**config.mk**
```make
export PLATFORM = sky130hd
export DESIGN_NAME = axi_read_burst_fifo
export DESIGN_NICKNAME = d
export VERILOG_FILES = /design/src/rtl/axi_read_burst_fifo.sv
export SDC_FILE = /design/constraint.sdc
export NUM_CORES = 1
export LEC_CHECK = 0
export ABC_AREA = 0
export CELL_PAD_IN_SITES_DETAIL_PLACEMENT = 1
export CELL_PAD_IN_SITES_GLOBAL_PLACEMENT = 1
export CORE_UTILIZATION = 40
export DETAILED_ROUTE_END_ITERATION = 7
export PLACE_DENSITY = 0.59
export SYNTH_ARGS = -nofsm -noshare
export SYNTH_HDL_FRONTEND = slang
export SYNTH_SLANG_ARGS = --single-unit
```
**constraint.sdc**
```tcl
create_clock -name aclk -period 11.4 [get_ports aclk]
set_clock_uncertainty 0.2 [all_clocks]
set_input_delay 2.85 -clock aclk [delete_from_list [all_inputs] [get_ports aclk]]
set_output_delay 2.85 -clock aclk [all_outputs]
set_load 0.05 [all_outputs]
```
**src/rtl/axi_read_burst_fifo.sv**
```systemverilog
// AXI4 read slave draining an AXI-Stream-filled FIFO. Addresses are ignored;
// each read burst pops the FIFO in order. Malformed requests (WRAP-reserved
// burst type or a beat size other than the bus width) are answered with
// SLVERR beats that leave the FIFO untouched.
module axi_read_burst_fifo #(
  parameter int DATA_WIDTH = 32,
  parameter int ADDR_WIDTH = 32,
  parameter int FIFO_DEPTH = 16
) (
  input  logic                          aclk,
  input  logic                          areset,
  input  logic [ADDR_WIDTH-1:0]         araddr,
  input  logic [7:0]                    arlen,
  input  logic [2:0]                    arsize,
  input  logic [1:0]                    arburst,
  input  logic                          arvalid,
  output logic                          arready,
  output logic [DATA_WIDTH-1:0]         rdata,
  output logic [1:0]                    rresp,
  output logic                          rlast,
  output logic                          rvalid,
  input  logic                          rready,
  input  logic [DATA_WIDTH-1:0]         s_axis_tdata,
  input  logic                          s_axis_tvalid,
  output logic                          s_axis_tready,
  output logic [$clog2(FIFO_DEPTH):0]   fifo_level
);

  localparam int PW = $clog2(FIFO_DEPTH);
  localparam int LW = PW + 1;
  localparam logic [2:0] SIZE_OK = 3'($clog2(DATA_WIDTH / 8));
  localparam logic [LW-1:0] FULL_LVL = LW'(FIFO_DEPTH);

  typedef enum logic [1:0] {IDLE, BURST, ERR} state_t;

  // R channel payload held as one register so it moves as a unit
  typedef struct packed {
    logic [DATA_WIDTH-1:0] data;
    logic [1:0]            resp;
    logic                  last;
  } rbeat_t;

  state_t                state_q, state_d;
  logic [DATA_WIDTH-1:0] mem_q [FIFO_DEPTH];
  logic [PW-1:0]         wr_ptr_q, wr_ptr_d, rd_ptr_q, rd_ptr_d;
  logic [LW-1:0]         count_q, count_d;
  logic [7:0]            len_q, len_d;
  logic [8:0]            beat_q, beat_d;   // beats issued so far, can reach len+1
  logic                  arready_q, arready_d;
  logic                  rvalid_q, rvalid_d;
  rbeat_t                r_q, r_d;

  logic fifo_empty, push, pop, ar_hs, r_hs, last_hs, in_burst, load, bad_req;
  logic unused_addr;

  assign unused_addr   = ^araddr;
  assign fifo_empty    = (count_q == '0);
  assign s_axis_tready = (count_q != FULL_LVL);
  assign push          = s_axis_tvalid && s_axis_tready;
  assign ar_hs         = arvalid && arready_q;
  assign r_hs          = rvalid_q && rready;
  assign last_hs       = r_hs && r_q.last;
  assign in_burst      = (state_q == BURST) || (state_q == ERR);
  assign bad_req       = (arburst == 2'b11) || (arsize != SIZE_OK);
  // A new beat goes out when the output slot is free, data exists (error
  // bursts need none) and the burst still has beats left to issue.
  assign load = in_burst && (!rvalid_q || rready) &&
                ((state_q == ERR) || !fifo_empty) &&
                (beat_q <= {1'b0, len_q});
  assign pop  = load && (state_q == BURST);

  // FSM state register
  always_ff @(posedge aclk or posedge areset) begin
    if (areset) state_q <= IDLE;
    else        state_q <= state_d;
  end

  // FSM next state: request decode in IDLE, last handshake ends a burst
  always_comb begin
    state_d = state_q;
    case (state_q)
      IDLE:       if (ar_hs)   state_d = bad_req ? ERR : BURST;
      BURST, ERR: if (last_hs) state_d = IDLE;
      default:                 state_d = IDLE;
    endcase
  end

  // FSM outputs and datapath next values: AR acceptance, beat issue, FIFO pointers
  always_comb begin
    arready_d = arready_q;
    rvalid_d  = rvalid_q;
    r_d       = r_q;
    len_d     = len_q;
    beat_d    = beat_q;
    wr_ptr_d  = push ? wr_ptr_q + 1'b1 : wr_ptr_q;
    rd_ptr_d  = pop  ? rd_ptr_q + 1'b1 : rd_ptr_q;
    count_d   = count_q + LW'(push) - LW'(pop);
    case (state_q)
      IDLE: begin
        arready_d = 1'b1;
        if (ar_hs) begin
          arready_d = 1'b0;
          len_d     = arlen;
          beat_d    = '0;
        end
      end
      BURST, ERR: begin
        if (load) begin
          r_d.data = (state_q == BURST) ? mem_q[rd_ptr_q] : '0;
          r_d.resp = (state_q == BURST) ? 2'b00 : 2'b10;
          r_d.last = (beat_q[7:0] == len_q);
          rvalid_d = 1'b1;
          beat_d   = beat_q + 9'd1;
        end else if (r_hs) begin
          rvalid_d = 1'b0;
          r_d.last = 1'b0;
        end
        if (last_hs) arready_d = 1'b1;
      end
      default: ;
    endcase
  end

  // Control and R channel registers
  always_ff @(posedge aclk or posedge areset) begin
    if (areset) begin
      arready_q <= 1'b0;
      rvalid_q  <= 1'b0;
      r_q       <= '0;
      len_q     <= '0;
      beat_q    <= '0;
      wr_ptr_q  <= '0;
      rd_ptr_q  <= '0;
      count_q   <= '0;
    end else begin
      arready_q <= arready_d;
      rvalid_q  <= rvalid_d;
      r_q       <= r_d;
      len_q     <= len_d;
      beat_q    <= beat_d;
      wr_ptr_q  <= wr_ptr_d;
      rd_ptr_q  <= rd_ptr_d;
      count_q   <= count_d;
    end
  end

  // FIFO storage; a full FIFO refuses pushes, so a write never hits the head slot being read
  always_ff @(posedge aclk) begin
    if (push) mem_q[wr_ptr_q] <= s_axis_tdata;
  end

  assign arready    = arready_q;
  assign rvalid     = rvalid_q;
  assign rdata      = r_q.data;
  assign rresp      = r_q.resp;
  assign rlast      = r_q.last;
  assign fifo_level = count_q;

endmodule

```
==> results of run 1 <==
[area by class of cell]
| type | instances | area [um^2] | share of cell area, % |
|---|---|---|---|
| inverter | 33 | 125 | 0.474 |
| sequential | 580 | 17100 | 64.8 |
| tap | 748 | 936 | 3.55 |
| clock inverter | 26 | 178 | 0.673 |
| clock buffer | 84 | 1670 | 6.34 |
| multi-input combinational | 375 | 5250 | 19.9 |
| antenna | 1 | 2.50 | 0.00948 |
| timing repair buffer | 119 | 1130 | 4.30 |
[kinds of logic (layout without fill, tap and decap cells)]
group                      count (synthesis)  in the layout
and+or+nand+nor                           93             93
DFF                                      580            580
xor gates and xnor gates                  10             10
AOI/OAI and AO/OA                         75             75
other                                      1              2
adders and majority gates                 24             24
muxes                                    172            172
buffers and inverters                     88            262
[power by group]
| group | total, uW | switching (uW) | internal, uW |
|---|---|---|---|
| combinational | 1130 | 663 | 471 |
| sequential | 2690 | 126 | 2560 |
| clock | 1870 | 809 | 1060 |
| total | 5690 | 1600 | 4100 |
[stage by stage]
stage | total power (uW) | hold slack (ns) | cell area, um^2
floorplan | 3510 | 0.279 | 22700
global placement | 3880 | 0.271 | 24500
detailed placement | 3900 | 0.286 | 24500
CTS | 5770 | 0.299 | 26400
global route | 5930 | 0.326 | 26400
finish | 5690 | 0.295 | 26400
[layer usage]
metal	track usage, %	routed length, um
met4	5.00	916
met3	2.96	2210
met5	0	35
met2	31.7	26300
met1	26.3	23600
[worst max-delay path: cells and delay by family, from the launching register on]
family,cells,cell delay (ns)
adder cells (fa/ha/maj),1,0.14
buffers and inverters,2,0.84
flip-flops,1,0.40
AND/OR/NAND/NOR,2,0.72
[worst paths after layout]
check	from	endpoint	slack, ns	depth (start not counted)
worst max-delay path	fifo_level[2]$_DFF_PP0_	s_axis_tready	5.65	5
worst min-delay path	rresp[1]$_DFFE_PP0P_	rresp[1]$_DFFE_PP0P_	0.29	2
worst max register to register	state_q[1]$_DFFE_PP0P_	fifo_level[4]$_DFF_PP0_	7.27	17
worst min register to register	rresp[1]$_DFFE_PP0P_	rresp[1]$_DFFE_PP0P_	0.29	2
max in group asynchronous	areset	rd_ptr_q[0]$_DFFE_PP0P_	7.34	3
min in group asynchronous	areset	beat_q[6]$_DFFE_PP0P_	2.43	2
[synth_stat cells, drive strengths merged]
| master | n |
|---|---|
| ha | 23 |
| edfxtp | 512 |
| fa | 1 |
| o31ai | 1 |
| and2 | 10 |
| nor4 | 7 |
| xnor2 | 8 |
| a31oi | 1 |
| clkbuf | 26 |
| a32oi | 1 |
| dfrtp | 68 |
| nor4b | 1 |
| xor2 | 2 |
| nor3b | 2 |
| or2 | 2 |
| or3 | 3 |
| nor3 | 5 |
| or4 | 3 |
| a22o | 32 |
| a21o | 3 |
| o21ai | 7 |
| mux2 | 9 |
| nand4 | 3 |
| a21oi | 11 |
| mux2i | 3 |
| inv | 33 |
| a2111oi | 2 |
| o22a | 1 |
| o2111ai | 1 |
| nor2b | 2 |
| mux4 | 160 |
| nand3 | 18 |
| o31a | 1 |
| conb | 1 |
| nand2 | 20 |
| o311a | 1 |
| o22ai | 2 |
| o311ai | 3 |
| o211ai | 6 |
| nor2 | 17 |
| o221ai | 2 |
| buf | 29 |
[flip-flops by register name, indices dropped and copies added, names as in the netlist, 2 cells and up]
| name | cells |
|---|---|
| state_q | 2 |
| len_q | 8 |
| rdata | 32 |
| fifo_level | 5 |
| wr_ptr_q | 4 |
| beat_q | 9 |
| rd_ptr_q | 4 |
| mem_q | 512 |
==> qor_table.md, run 1 <==
| Stage | Metric | Value |
|:---|:---|:---|
| synthesis | Number of synthesized register bits | 580 |
| worst hold path | Worst hold path class | flop to flop |
| synthesis | Main combinational cell family by area after synthesis | multiplexers |
| grt | Total global routing track utilization | 19.1% |
| sta | Slew headroom | 28.2% |
| cells and area | Growth of design area from synthesis to finish | 16.2% |
| clocking | # resized after CTS | 0 |
| synthesis | Synthesized net count | 1149 |
| cells and area | Most common library cell in the layout ignoring fill and taps | sky130_fd_sc_hd__edfxtp_1 |
| routing | DR DRC count | 0 |
| sta | Setup slack after layout | 5.65 ns |
| pwr | Leakage component of the power | 0.00850 uW |
| grt | Vias in the first global route | 11700 |
| floorplan | Core outline area | 55600 um^2 |
| routing | First drt pass iteration count | 6 |
| sta | Transition time of the tightest slew-check pin | 1.08 ns |
| grt | Pin count of the biggest net entering global routing | 91 |
| floorplan | I/O pin cnt | 125 |
| floorplan | Starting utilization of the core area | 40.8% |
| sta | Final setup violation count | 0 |
| pwr | Worst voltage drop across the vdd grid | 0.114 mV |
| clocking | Number of H-tree levels | 2 |
| critical path | Critical-path top delay cell | sky130_fd_sc_hd__clkdlybuf4s50_1 |
| critical path | Kind of launch point of the worst setup path | flop |
| clocking | Clk buf depth | 3 |
| sta | Post-route clock period utilization | 50.5% |
| synthesis | Register area share after synthesis | 75.2% |
| routing | Remaining antenna violation count after routing | 0 |
| critical path | Worst-path maximum fanout | 3 |
| synthesis | Synth Cell Area | 22700 um^2 |
| sta | Setup tns final | 0 ns |
| cells and area | Final net count | 1275 |
| pwr | Total power per unit cell area | 216 nW/um^2 |
| critical path | Max incr delay on CP | 0.74 ns |
| critical path | CP endpoint kind | output pin |
| routing | Detail-routed via count per cell | 5.46 |
| grt | Number of antenna violations at the first check in global routing | 3 |
| synthesis | Syn avg cell area | 21.8 um^2 |
| place | Half-perimeter wire length after placement | 27.0 mm |
| floorplan | Die Height | 240 um |
| cells and area | Post-Route Utilization | 47.4% |
| floorplan | Overall die width | 240 um |
| cells and area | Count of fill cells added during filler insertion | 5061 |
| place | Routability cong. | 0.746 |
| synthesis | Synthesized-area fraction occupied by ao, oa, aoi and oai cells | 2.57% |
| critical path | Cell Chain, Critical Path | inv_1 > ha_1 > nor3b_1 > nand2_1 > clkdlybuf4s50_1 |
| grt | Total overflow reported by the global router | 0 |
| cells and area | Share of cells above drive strength 1 | 25.4% |
| sta | Shortest clock period the worst path allows after layout | 5.75 ns |
| routing | DRC violation total after the first TritonRoute iteration | 697 |
| routing | Detail-routed net length per standard cell | 27.0 um |
| synthesis | Synthesis Warnings | 0 |
| sta | Max Fclk | 174 MHz |
| critical path | Required time at the endpoint of the critical path | 8.35 ns |
| synthesis | Post-Synth Adder-Cell Area | 1.36% |
| synthesis | Mux cell area share after synthesis | 16.5% |
| clocking | Number of buffers added by the clock tree synthesis step | 60 |
| synthesis | Top-area cell type share of the netlist area | 67.7% |
| clocking | Total clock sinks | 580 |
| clocking | Worst-skew pair later-pin latency | 0.62 ns |
| sta | RSZ-0062 raised after global routing | false |
| place | Count of input and output buffers | 91 |
| critical path | Worst Path Class, Setup | flop to output pin |
| routing | Routed Wire Length | 53.1 mm |
| sta | Final Max Tran Viols | 0 |
| synthesis | Top area cells in the synthesized netlist | sky130_fd_sc_hd__edfxtp_1 (68%), sky130_fd_sc_hd__mux4_2 (16%), sky130_fd_sc_hd__dfrtp_1 (7.5%), sky130_fd_sc_hd__ha_1 (1.3%), sky130_fd_sc_hd__a22o_1 (1.2%) |
| sta | Final hold violation count | 0 |
| floorplan | Full die area | 57700 um^2 |
| place | Number of placed instances, taps included | 1855 |
| cells and area | Most used cells in the layout excluding fill and tap cells | sky130_fd_sc_hd__edfxtp_1 (512), sky130_fd_sc_hd__mux4_2 (160), sky130_fd_sc_hd__clkdlybuf4s50_1 (91), sky130_fd_sc_hd__dfrtp_1 (64), sky130_fd_sc_hd__clkbuf_16 (61) |
| clocking | Clock tree from TritonCTS | built |
| floorplan | Site row count | 86 |
| cells and area | Number of non-filler instances in the completed layout | 1966 |
| synthesis | Cell type with the largest total area after synthesis | sky130_fd_sc_hd__edfxtp_1 |
| synthesis | Synthesized-area fraction occupied by and/or/nand/nor cells | 2.07% |
| routing | Via count | 10700 |
| synthesis | Post-synth cell types | 49 |
| synthesis | XOR/XNOR Fraction of Synth Area | 0.386% |
| critical path | Arrival time of the worst setup path | 2.70 ns |
| clocking | Setup repair bufs after CTS | 0 |
| clocking | Buffer type at the clock tree root | sky130_fd_sc_hd__clkbuf_16 |
| clocking | Clock-pin transition on the worst setup and hold timing paths | 0.06 ns |
| flow run | Reported max-cap violation count | 0 |
| place | Place WS | 5.02 ns |
| grt | Wire length of the first global-routing pass | 78.6 mm |
| clocking | CTS hold repair buffers | 0 |
| run status | Result of the run | finished, final reports clean |
| synthesis | Post-Syn Instances | 1043 |
Power figures use the tool's default switching activity.
==> run 2, diff against run 1 <==
PLACE_DENSITY = 0.61   (was 0.59)
clock period = 5 ns   (was 11.4 ns; I/O delays follow)
==> run 2 against run 1 <==
Effect of this change: sequential power is 130% higher; global-route usage is 0.20 points lower; highest routed layer is now met4; count of clock-buffer cells in the layout is 6 lower; combinational power is 140% higher; cell count is 0.61% higher; power is 140% higher; non-clock buffer count is 13 higher; critical path depth stayed put.
==> qor_table.md, run 2 (synthesized netlist as in run 1, its figures left out) <==
| Stage | Metric | Value | vs previous |
|:---|:---|:---|:---|
| clocking | Number of H-tree levels | 2 | unchanged |
| pwr | Overall power of the completed layout | 13400 uW | was 5690 uW |
| clocking | Number of buffers added by the clock tree synthesis step | 60 | unchanged |
| clocking | Worst-skew pair later-pin latency | 0.64 ns | was 0.62 ns |
| sta | Shortest clock period the worst path allows after layout | 4.03 ns |  |
| pwr | Worst voltage drop across the vdd grid | 0.313 mV | was 0.114 mV |
| grt | Pin count of the biggest net entering global routing | 73 | was 91 |
| critical path | Arrival time of the worst setup path | 2.58 ns | was 2.70 ns |
| cells and area | Growth of design area from synthesis to finish | 18.2% | was 16.2% |
| pwr | Total power per unit cell area | 501 nW/um^2 | was 216 nW/um^2 |
| cells and area | Sequential Area | 17100 um^2 | unchanged |
| clocking | Clk buf depth | 3 | unchanged |
| grt | Total overflow reported by the global router | 0 | unchanged |
| cells and area | Final net count | 1288 | was 1275 |
| clocking | Clock tree from TritonCTS | built | unchanged |
| sta | Final setup violation count | 0 | unchanged |
| routing | Remaining antenna violation count after routing | 0 | unchanged |
| run status | Result of the run | finished, final reports clean | unchanged |
| routing | Via count | 10800 | was 10700 |
| routing | Detail-routed net length per standard cell | 26.8 um | was 27.0 um |
| cells and area | Most used cells in the layout excluding fill and tap cells | sky130_fd_sc_hd__edfxtp_1 (512), sky130_fd_sc_hd__mux4_2 (160), sky130_fd_sc_hd__clkdlybuf4s50_1 (91), sky130_fd_sc_hd__dfrtp_1 (64), sky130_fd_sc_hd__clkbuf_16 (60) | was sky130_fd_sc_hd__edfxtp_1 (512), sky130_fd_sc_hd__mux4_2 (160), sky130_fd_sc_hd__clkdlybuf4s50_1 (91), sky130_fd_sc_hd__dfrtp_1 (64), sky130_fd_sc_hd__clkbuf_16 (61) |
| flow run | Reported max-cap violation count | 0 | unchanged |
| clocking | Buffer type at the clock tree root | sky130_fd_sc_hd__clkbuf_16 | unchanged |
| grt | Number of antenna violations at the first check in global routing | 0 | was 3 |
| routing | DR DRC count | 0 | unchanged |
| sta | Hold_ws | 0.288 ns | was 0.295 ns |
| clocking | CTS hold repair buffers | 0 | unchanged |
| floorplan | Core outline area | 55600 um^2 | unchanged |
| cells and area | Footprint of the multi-input gates | 5250 um^2 | unchanged |
| floorplan | Starting utilization of the core area | 40.8% | unchanged |
| sta | Final Max Tran Viols | 0 | unchanged |
| place | Routability cong. | 0.732 | was 0.746 |
| floorplan | Site row count | 86 | unchanged |
| sta | Max Fclk | 248 MHz |  |
| routing | DRC violation total after the first TritonRoute iteration | 868 | was 697 |
| routing | Detail-routed via count per cell | 5.48 | was 5.46 |
| routing | First drt pass iteration count | 4 | was 6 |
| floorplan | Full die area | 57700 um^2 | unchanged |
| place | Half-perimeter wire length after placement | 30.0 mm | was 27.0 mm |
| cells and area | Register name with the most flops | mem_q | unchanged |
| cells and area | Final antenna diode count | 0 | was 1 |
| cells and area | Count of fill cells added during filler insertion | 5028 | was 5061 |
| critical path | Worst-path maximum fanout | 3 | unchanged |
| pwr | Leakage component of the power | 0.00868 uW | was 0.00850 uW |
| sta | Slew headroom | 39.8% | was 28.2% |
| floorplan | I/O pin cnt | 125 | unchanged |
| grt | Total global routing track utilization | 18.9% | was 19.1% |
| grt | Vias in the first global route | 11500 | was 11700 |
| floorplan | Overall die width | 240 um | unchanged |
| critical path | Required time at the endpoint of the critical path | 3.55 ns | was 8.35 ns |
| grt | Wire length of the first global-routing pass | 78.1 mm | was 78.6 mm |
| sta | Final hold violation count | 0 | unchanged |
| clocking | Clock-pin transition on the worst setup and hold timing paths | 0.06 ns | about the same |
| critical path | CP endpoint kind | output pin | unchanged |
| sta | Post-route clock period utilization | 80.6% |  |
| clocking | # resized after CTS | 0 | unchanged |
| cells and area | Most common library cell in the layout ignoring fill and taps | sky130_fd_sc_hd__edfxtp_1 | unchanged |
| cells and area | Share of cells above drive strength 1 | 26.7% | was 25.4% |
| worst hold path | Worst hold path class | flop to flop | unchanged |
| critical path | Worst Path Class, Setup | flop to output pin | unchanged |
| place | Count of input and output buffers | 91 | unchanged |
| sta | Transition time of the tightest slew-check pin | 0.904 ns | was 1.08 ns |
| floorplan | Die Height | 240 um | unchanged |
| sta | RSZ-0062 raised after global routing | false | unchanged |
| clocking | Total clock sinks | 580 | unchanged |
| routing | Routed Wire Length | 53.0 mm | was 53.1 mm |
| critical path | Kind of launch point of the worst setup path | flop | unchanged |
| cells and area | Largest register FFs | 512 | unchanged |
| clocking | Setup repair bufs after CTS | 0 | unchanged |
[run 2: worst max-delay path, stage by stage (launching register included)]
cell                              delay [ns]
sky130_fd_sc_hd__dfrtp_1                0.41
sky130_fd_sc_hd__inv_1                  0.09
sky130_fd_sc_hd__ha_1                   0.13
sky130_fd_sc_hd__nor3b_1                0.41
sky130_fd_sc_hd__nand2_1                0.17
sky130_fd_sc_hd__clkdlybuf4s50_1        0.73
[run 2: per-stage QoR]
step | TNS [ns] | setup slack (ns) | cell area, um^2 | util (%) | cells
global placement | 0 | 0.572 | 24800 | 44.5 | 1868
detailed placement | 0 | 0.570 | 24800 | 44.5 | 1868
CTS | 0 | 0.817 | 26800 | 48.2 | 1978
floorplan | -107.23 | -0.838 | 22700 | - | 1043
finish | 0 | 0.969 | 26800 | 48.2 | 1978
global route | 0 | 0.757 | 26800 | 48.2 | 1978
[run 2: layout make-up]
type	instances	share of cell area, %
Clock buffer	78	6.07
Timing Repair Buffer	132	5.15
Inverter	33	0.466
Multi-Input combinational cell	375	19.6
Sequential cell	580	63.7
Tap cell	748	3.49
Clock inverter	32	1.59
[run 2: path summary, 6_finish.rpt]
kind,slack (ns),depth (start not counted),end,from
hold / removal,0.29,2,rresp[1]$_DFFE_PP0P_,rresp[1]$_DFFE_PP0P_
setup reg to reg,1.19,17,fifo_level[4]$_DFF_PP0_,state_q[1]$_DFFE_PP0P_
max in group asynchronous,2.94,3,rdata[8]$_DFFE_PP0P_,areset
min in group asynchronous,0.81,2,fifo_level[3]$_DFF_PP0_,areset
hold reg to reg,0.29,2,rresp[1]$_DFFE_PP0P_,rresp[1]$_DFFE_PP0P_
setup / recovery,0.97,5,s_axis_tready,fifo_level[3]$_DFF_PP0_
[run 2: per-layer routing]
| metal | wire [um] | GRT usage [%] | part of all wire (%) |
|---|---|---|---|
| met1 | 23300 | 25.8 | 44 |
| met5 | 0 | 0 | 0 |
| met2 | 26600 | 31.7 | 50 |
| met4 | 962 | 4.23 | 1.8 |
| met3 | 2190 | 3.28 | 4.1 |
[run 2: where the power goes]
part	internal, uW	total (uW)	switching, uW
registers	5840	6090	242
clock network	2720	4630	1900
logic	1130	2720	1590
total	9700	13400	3730
==> RTL edit 1: new RTL, settings of run 2 <==
The 3 states of `state_t` get a one-hot encoding in 3 bits.
--- a/src/rtl/axi_read_burst_fifo.sv
+++ b/src/rtl/axi_read_burst_fifo.sv
@@ -31,7 +31,7 @@
   localparam logic [2:0] SIZE_OK = 3'($clog2(DATA_WIDTH / 8));
   localparam logic [LW-1:0] FULL_LVL = LW'(FIFO_DEPTH);
 
-  typedef enum logic [1:0] {IDLE, BURST, ERR} state_t;
+  typedef enum logic [2:0] {IDLE = 3'b001, BURST = 3'b010, ERR = 3'b100} state_t;
 
   // R channel payload held as one register so it moves as a unit
   typedef struct packed {
Function: no difference found for any inputs over 4 cycles, from zero or initial values and one cycle with areset high; so few cycles prove little.
==> RTL edit 1 against run 2 <==
Synthesized cell count is 8.3% higher; sequential cell count is 1 higher; worst setup slack better by 0.42 ns; final area is 0.48% higher; die area is 0.59% higher; routed wire length is 4.8% lower; synthesized area is 0.60% higher; total power is 8.6% lower; critical path type unchanged; critical endpoint unchanged.
==> RTL edit 1: results (changes against run 2) <==
SYNTHESIS
------------------------------------------------------------------------------------
Mux share of post-synthesis cell area                                          0.141   was 0.165
Cell types with the highest counts after synthesis                      edfxtp_1, mux4_2, dfrtp_1   unchanged
Synth Area per Inst                                                         20.2 µm²   was 21.8 µm²
Synth Net Count                                                                 1233   was 1149
Post-synth cell types                                                             54   was 49
Share of flip-flops with an asynchronous set or reset after synthesis          0.119   was 0.117
Part of the Yosys area used for sequential elements                            0.749   was 0.752
Ranking of synthesized cells by area                                    edfxtp_1, mux4_2, dfrtp_1, mux2i_1, a22o_1   was edfxtp_1, mux4_2, dfrtp_1, ha_1, a22o_1
Synth Area in Compound Gates                                                  0.0431   was 0.0257

STA
------------------------------------------------------------------------------------
Post-route fraction of the period consumed by the critical path                0.721   was 0.806
Smallest hold slack                                                         0.292 ns   was 0.288 ns
Relative slew slack                                                            0.366   was 0.398

PLACED DESIGN
------------------------------------------------------------------------------------
Post-place instance area                                                   24800 µm²   about the same
Setup Slack @ Placement                                                     0.955 ns   was 0.570 ns
Post-placement cell count                                                       1951   was 1868
Placed wire-length estimate                                                  28.6 mm   was 30.0 mm

POWER
------------------------------------------------------------------------------------
Power Combinational                                                          1.59 mW   was 2.72 mW
Standby leakage power                                                        8.68 nW   about the same
Share of power burned in registers                                             0.489   was 0.453
PwrDens                                                                   456 nW/µm²   was 501 nW/µm²
Maximum ir drop on the vdd rail                                               286 µV   was 313 µV

ROUTE
------------------------------------------------------------------------------------
Met3 layer wire length in the routed design                                  1.58 mm   was 2.19 mm
Met2 wire length                                                             25.0 mm   was 26.6 mm
Sum of routed wire length over all layers                                    50.5 mm   was 53.0 mm
Highest Signal Layer                                                            met5   was met4
Iteration-0 DRC Markers                                                          669   was 868
Total routed wire length on the met1 layer                                   22.9 mm   was 23.3 mm

OUTCOME
------------------------------------------------------------------------------------
Status                                                                  finished, final reports clean   unchanged

CRITICAL PATH
------------------------------------------------------------------------------------
Crit path DAT                                                                2.16 ns   was 2.58 ns
Largest stage delay, worst path                                              0.80 ns   was 0.73 ns

GLOBAL ROUTING
------------------------------------------------------------------------------------
Pin count of the biggest net entering global routing                              63   was 73
Grt met3 use                                                                  0.0252   was 0.0328
Vias in the first global route                                                 11800   was 11500
Met1 layer usage reported by global route                                      0.249   was 0.258
Met2 GRT Util                                                                  0.299   was 0.317
Global-route usage over all layers                                             0.180   was 0.189
Antenna violations before repair                                                   2   was 0
Global-route wire length before repair                                       75.8 mm   was 78.1 mm

CLOCKING
------------------------------------------------------------------------------------
Insertion delay of the later-clocked pin in the worst-skew pair              0.62 ns   was 0.64 ns
Clock buffer count from CTS                                                       61   was 60

LAYOUT
------------------------------------------------------------------------------------
Number of nets in the finished design                                           1361   was 1288
Fraction of final layout cells with drive strength greater than 1              0.227   was 0.267

RTL edit 1: cell types whose count changed in the layout (fill, tap and decap cells not counted), moves of 13 or more:
cell	delta
a211oi_1	+32
mux4_2	-32
nor2b_1	+31
a21oi_1	+29
mux2i_1	+29
nand2_1	+13
RTL edit 1: worst paths after layout:
kind	from	endpoint	cells past startpoint
max	fifo_level[3]	s_axis_tready	4
min	len_q[0]	len_q[0]	2
max reg2reg	beat_q[3]	fifo_level[4]	13
min reg2reg	len_q[0]	len_q[0]	2
max in group asynchronous	areset	state_q[0]	3
min in group asynchronous	areset	wr_ptr_q[2]	2
RTL edit 1: layout make-up:
type,instances,area [µm²],area share
well taps,756,946,0.0351
multi-input cells,463,5370,0.199
flip-flops and latches,581,17100,0.635
diodes,1,2.50,0.0000928
repair buffers,129,1320,0.0490
inverters,22,83.8,0.00311
clock inverters,30,380,0.0141
clock buffers,86,1740,0.0645
==> RTL edit 2: new RTL, flow settings as in run 2 <==
Without the edit above. Change the parameter `DATA_WIDTH` from 32 to 16.
--- a/src/rtl/axi_read_burst_fifo.sv
+++ b/src/rtl/axi_read_burst_fifo.sv
@@ -3,7 +3,7 @@
 // burst type or a beat size other than the bus width) are answered with
 // SLVERR beats that leave the FIFO untouched.
 module axi_read_burst_fifo #(
-  parameter int DATA_WIDTH = 32,
+  parameter int DATA_WIDTH = 16,
   parameter int ADDR_WIDTH = 32,
   parameter int FIFO_DEPTH = 16
 ) (
Interface: changed (resized rdata and s_axis_tdata); port bits go from 125 to 93. The function was not compared with the original's and may differ.
==> RTL edit 2 against run 2 <==
Routed wire length decreased by 45%; register-to-register slack improved by 0.10 ns; final area decreased by 45%; synthesized area decreased by 45%; worst setup slack improved by 0.21 ns; sequential cell count decreased by 272; total power decreased by 43%; non-clock buffer count decreased by 50; critical endpoint is now fifo_level[4]; largest power group unchanged; highest routed layer unchanged.
==> RTL edit 2: results (changes against run 2) <==
SYNTHESIS
------------------------------------------------------------------------------
Part of the Yosys area used for sequential elements                      0.717   was 0.752
Xor-xnor portion of the synthesized cell area                          0.00699   was 0.00386
Post-synth cell types                                                       53   was 49
Number of enable flip-flop cells after synthesis                           256   was 512
Synth Area in Compound Gates                                            0.0377   was 0.0257
Cell types with the highest counts after synthesis                edfxtp_1, mux4_2, dfrtp_1   unchanged
Ranking of synthesized cells by area                              edfxtp_1, mux4_2, dfrtp_1, mux4_1, ha_1   was edfxtp_1, mux4_2, dfrtp_1, ha_1, a22o_1

CLOCKING
------------------------------------------------------------------------------
Insertion delay of the later-clocked pin in the worst-skew pair        0.51 ns   was 0.64 ns
Clock buffer count from CTS                                                 34   was 60

ROUTE
------------------------------------------------------------------------------
Total routed wire length on the met1 layer                             12.8 mm   was 23.3 mm

LAYOUT
------------------------------------------------------------------------------
Sequential portion of the cell area                                      0.610   was 0.637
Inverters                                                                   30   was 33
CLK BUF                                                                     50   was 78
Number of filler cells placed in the layout                               2817   was 5028
Non-filler cells, final                                                   1147   was 1978
Clock-cell share                                                        0.0728   was 0.0766
Multi-input logic area                                                3290 µm²   was 5250 µm²
Flip-flop count of the largest register after layout                       256   was 512
Number of nets in the finished design                                      817   was 1288

POWER
------------------------------------------------------------------------------
Standby leakage power                                                  5.06 nW   was 8.68 nW
Maximum ir drop on the vdd rail                                         313 µV   about the same
Sw Share                                                                 0.297   was 0.278
Clock network power share                                                0.319   was 0.344
Switching power                                                        2.26 mW   was 3.73 mW

GLOBAL ROUTING
------------------------------------------------------------------------------
Met2 GRT Util                                                            0.312   was 0.317
Vias in the first global route                                            6938   was 11500
Grt met3 use                                                            0.0329   was 0.0328
Global-route usage over all layers                                       0.189   about the same

PLACED DESIGN
------------------------------------------------------------------------------
Post-place instance area                                             13700 µm²   was 24800 µm²
Placer congestion estimate                                               0.790   was 0.732

CRITICAL PATH
------------------------------------------------------------------------------
Worst setup path end                                              fifo_level[4]   was s_axis_tready
FF-to-FF setup slack                                                   1.29 ns   was 1.19 ns
Largest stage delay, worst path                                        0.51 ns   was 0.73 ns

OUTCOME
------------------------------------------------------------------------------
Status                                                            finished, final reports clean   unchanged

STA
------------------------------------------------------------------------------
Slew @ Worst Pin                                                       1.01 ns   was 0.904 ns

FLOORPLANNING
------------------------------------------------------------------------------
Die area                                                             32000 µm²   was 57700 µm²

==> RTL edit 2: per-stage QoR <==
step / hold slack (ns) / setup WS, ns
2_1_floorplan: 0.264 / 0.848
3_3_place_gp: 0.277 / 0.711
3_5_place_dp: 0.290 / 0.677
4_1_cts: 0.305 / 1.17
5_1_grt: 0.323 / 0.955
6_report: 0.291 / 1.18
==> RTL edit 2: how the worst min path moves through the flow <==
stage	from	endpoint	slack (ns)	cells after the start
after floorplan	len_q[1]	len_q[1]	0.26	1
after global placement	rresp[1]	rresp[1]	0.28	2
after detailed placement	rdata[2]	rdata[2]	0.29	1
after CTS	rresp[1]	rresp[1]	0.31	2
after global routing	rdata[5]	rdata[5]	0.32	1
final	rresp[1]	rresp[1]	0.29	2
==> RTL edit 2: cells by family (layout without fill, tap and decap cells) <==
group,count (synthesis),in the layout
AO/OA/AOI/OAI,64,64
XOR/XNOR,10,10
flip-flops,308,308
buffers and inverters,58,172
other,1,1
multiplexers,89,89
adder cells (fa/ha/maj),24,24
AND/OR/NAND/NOR,83,83
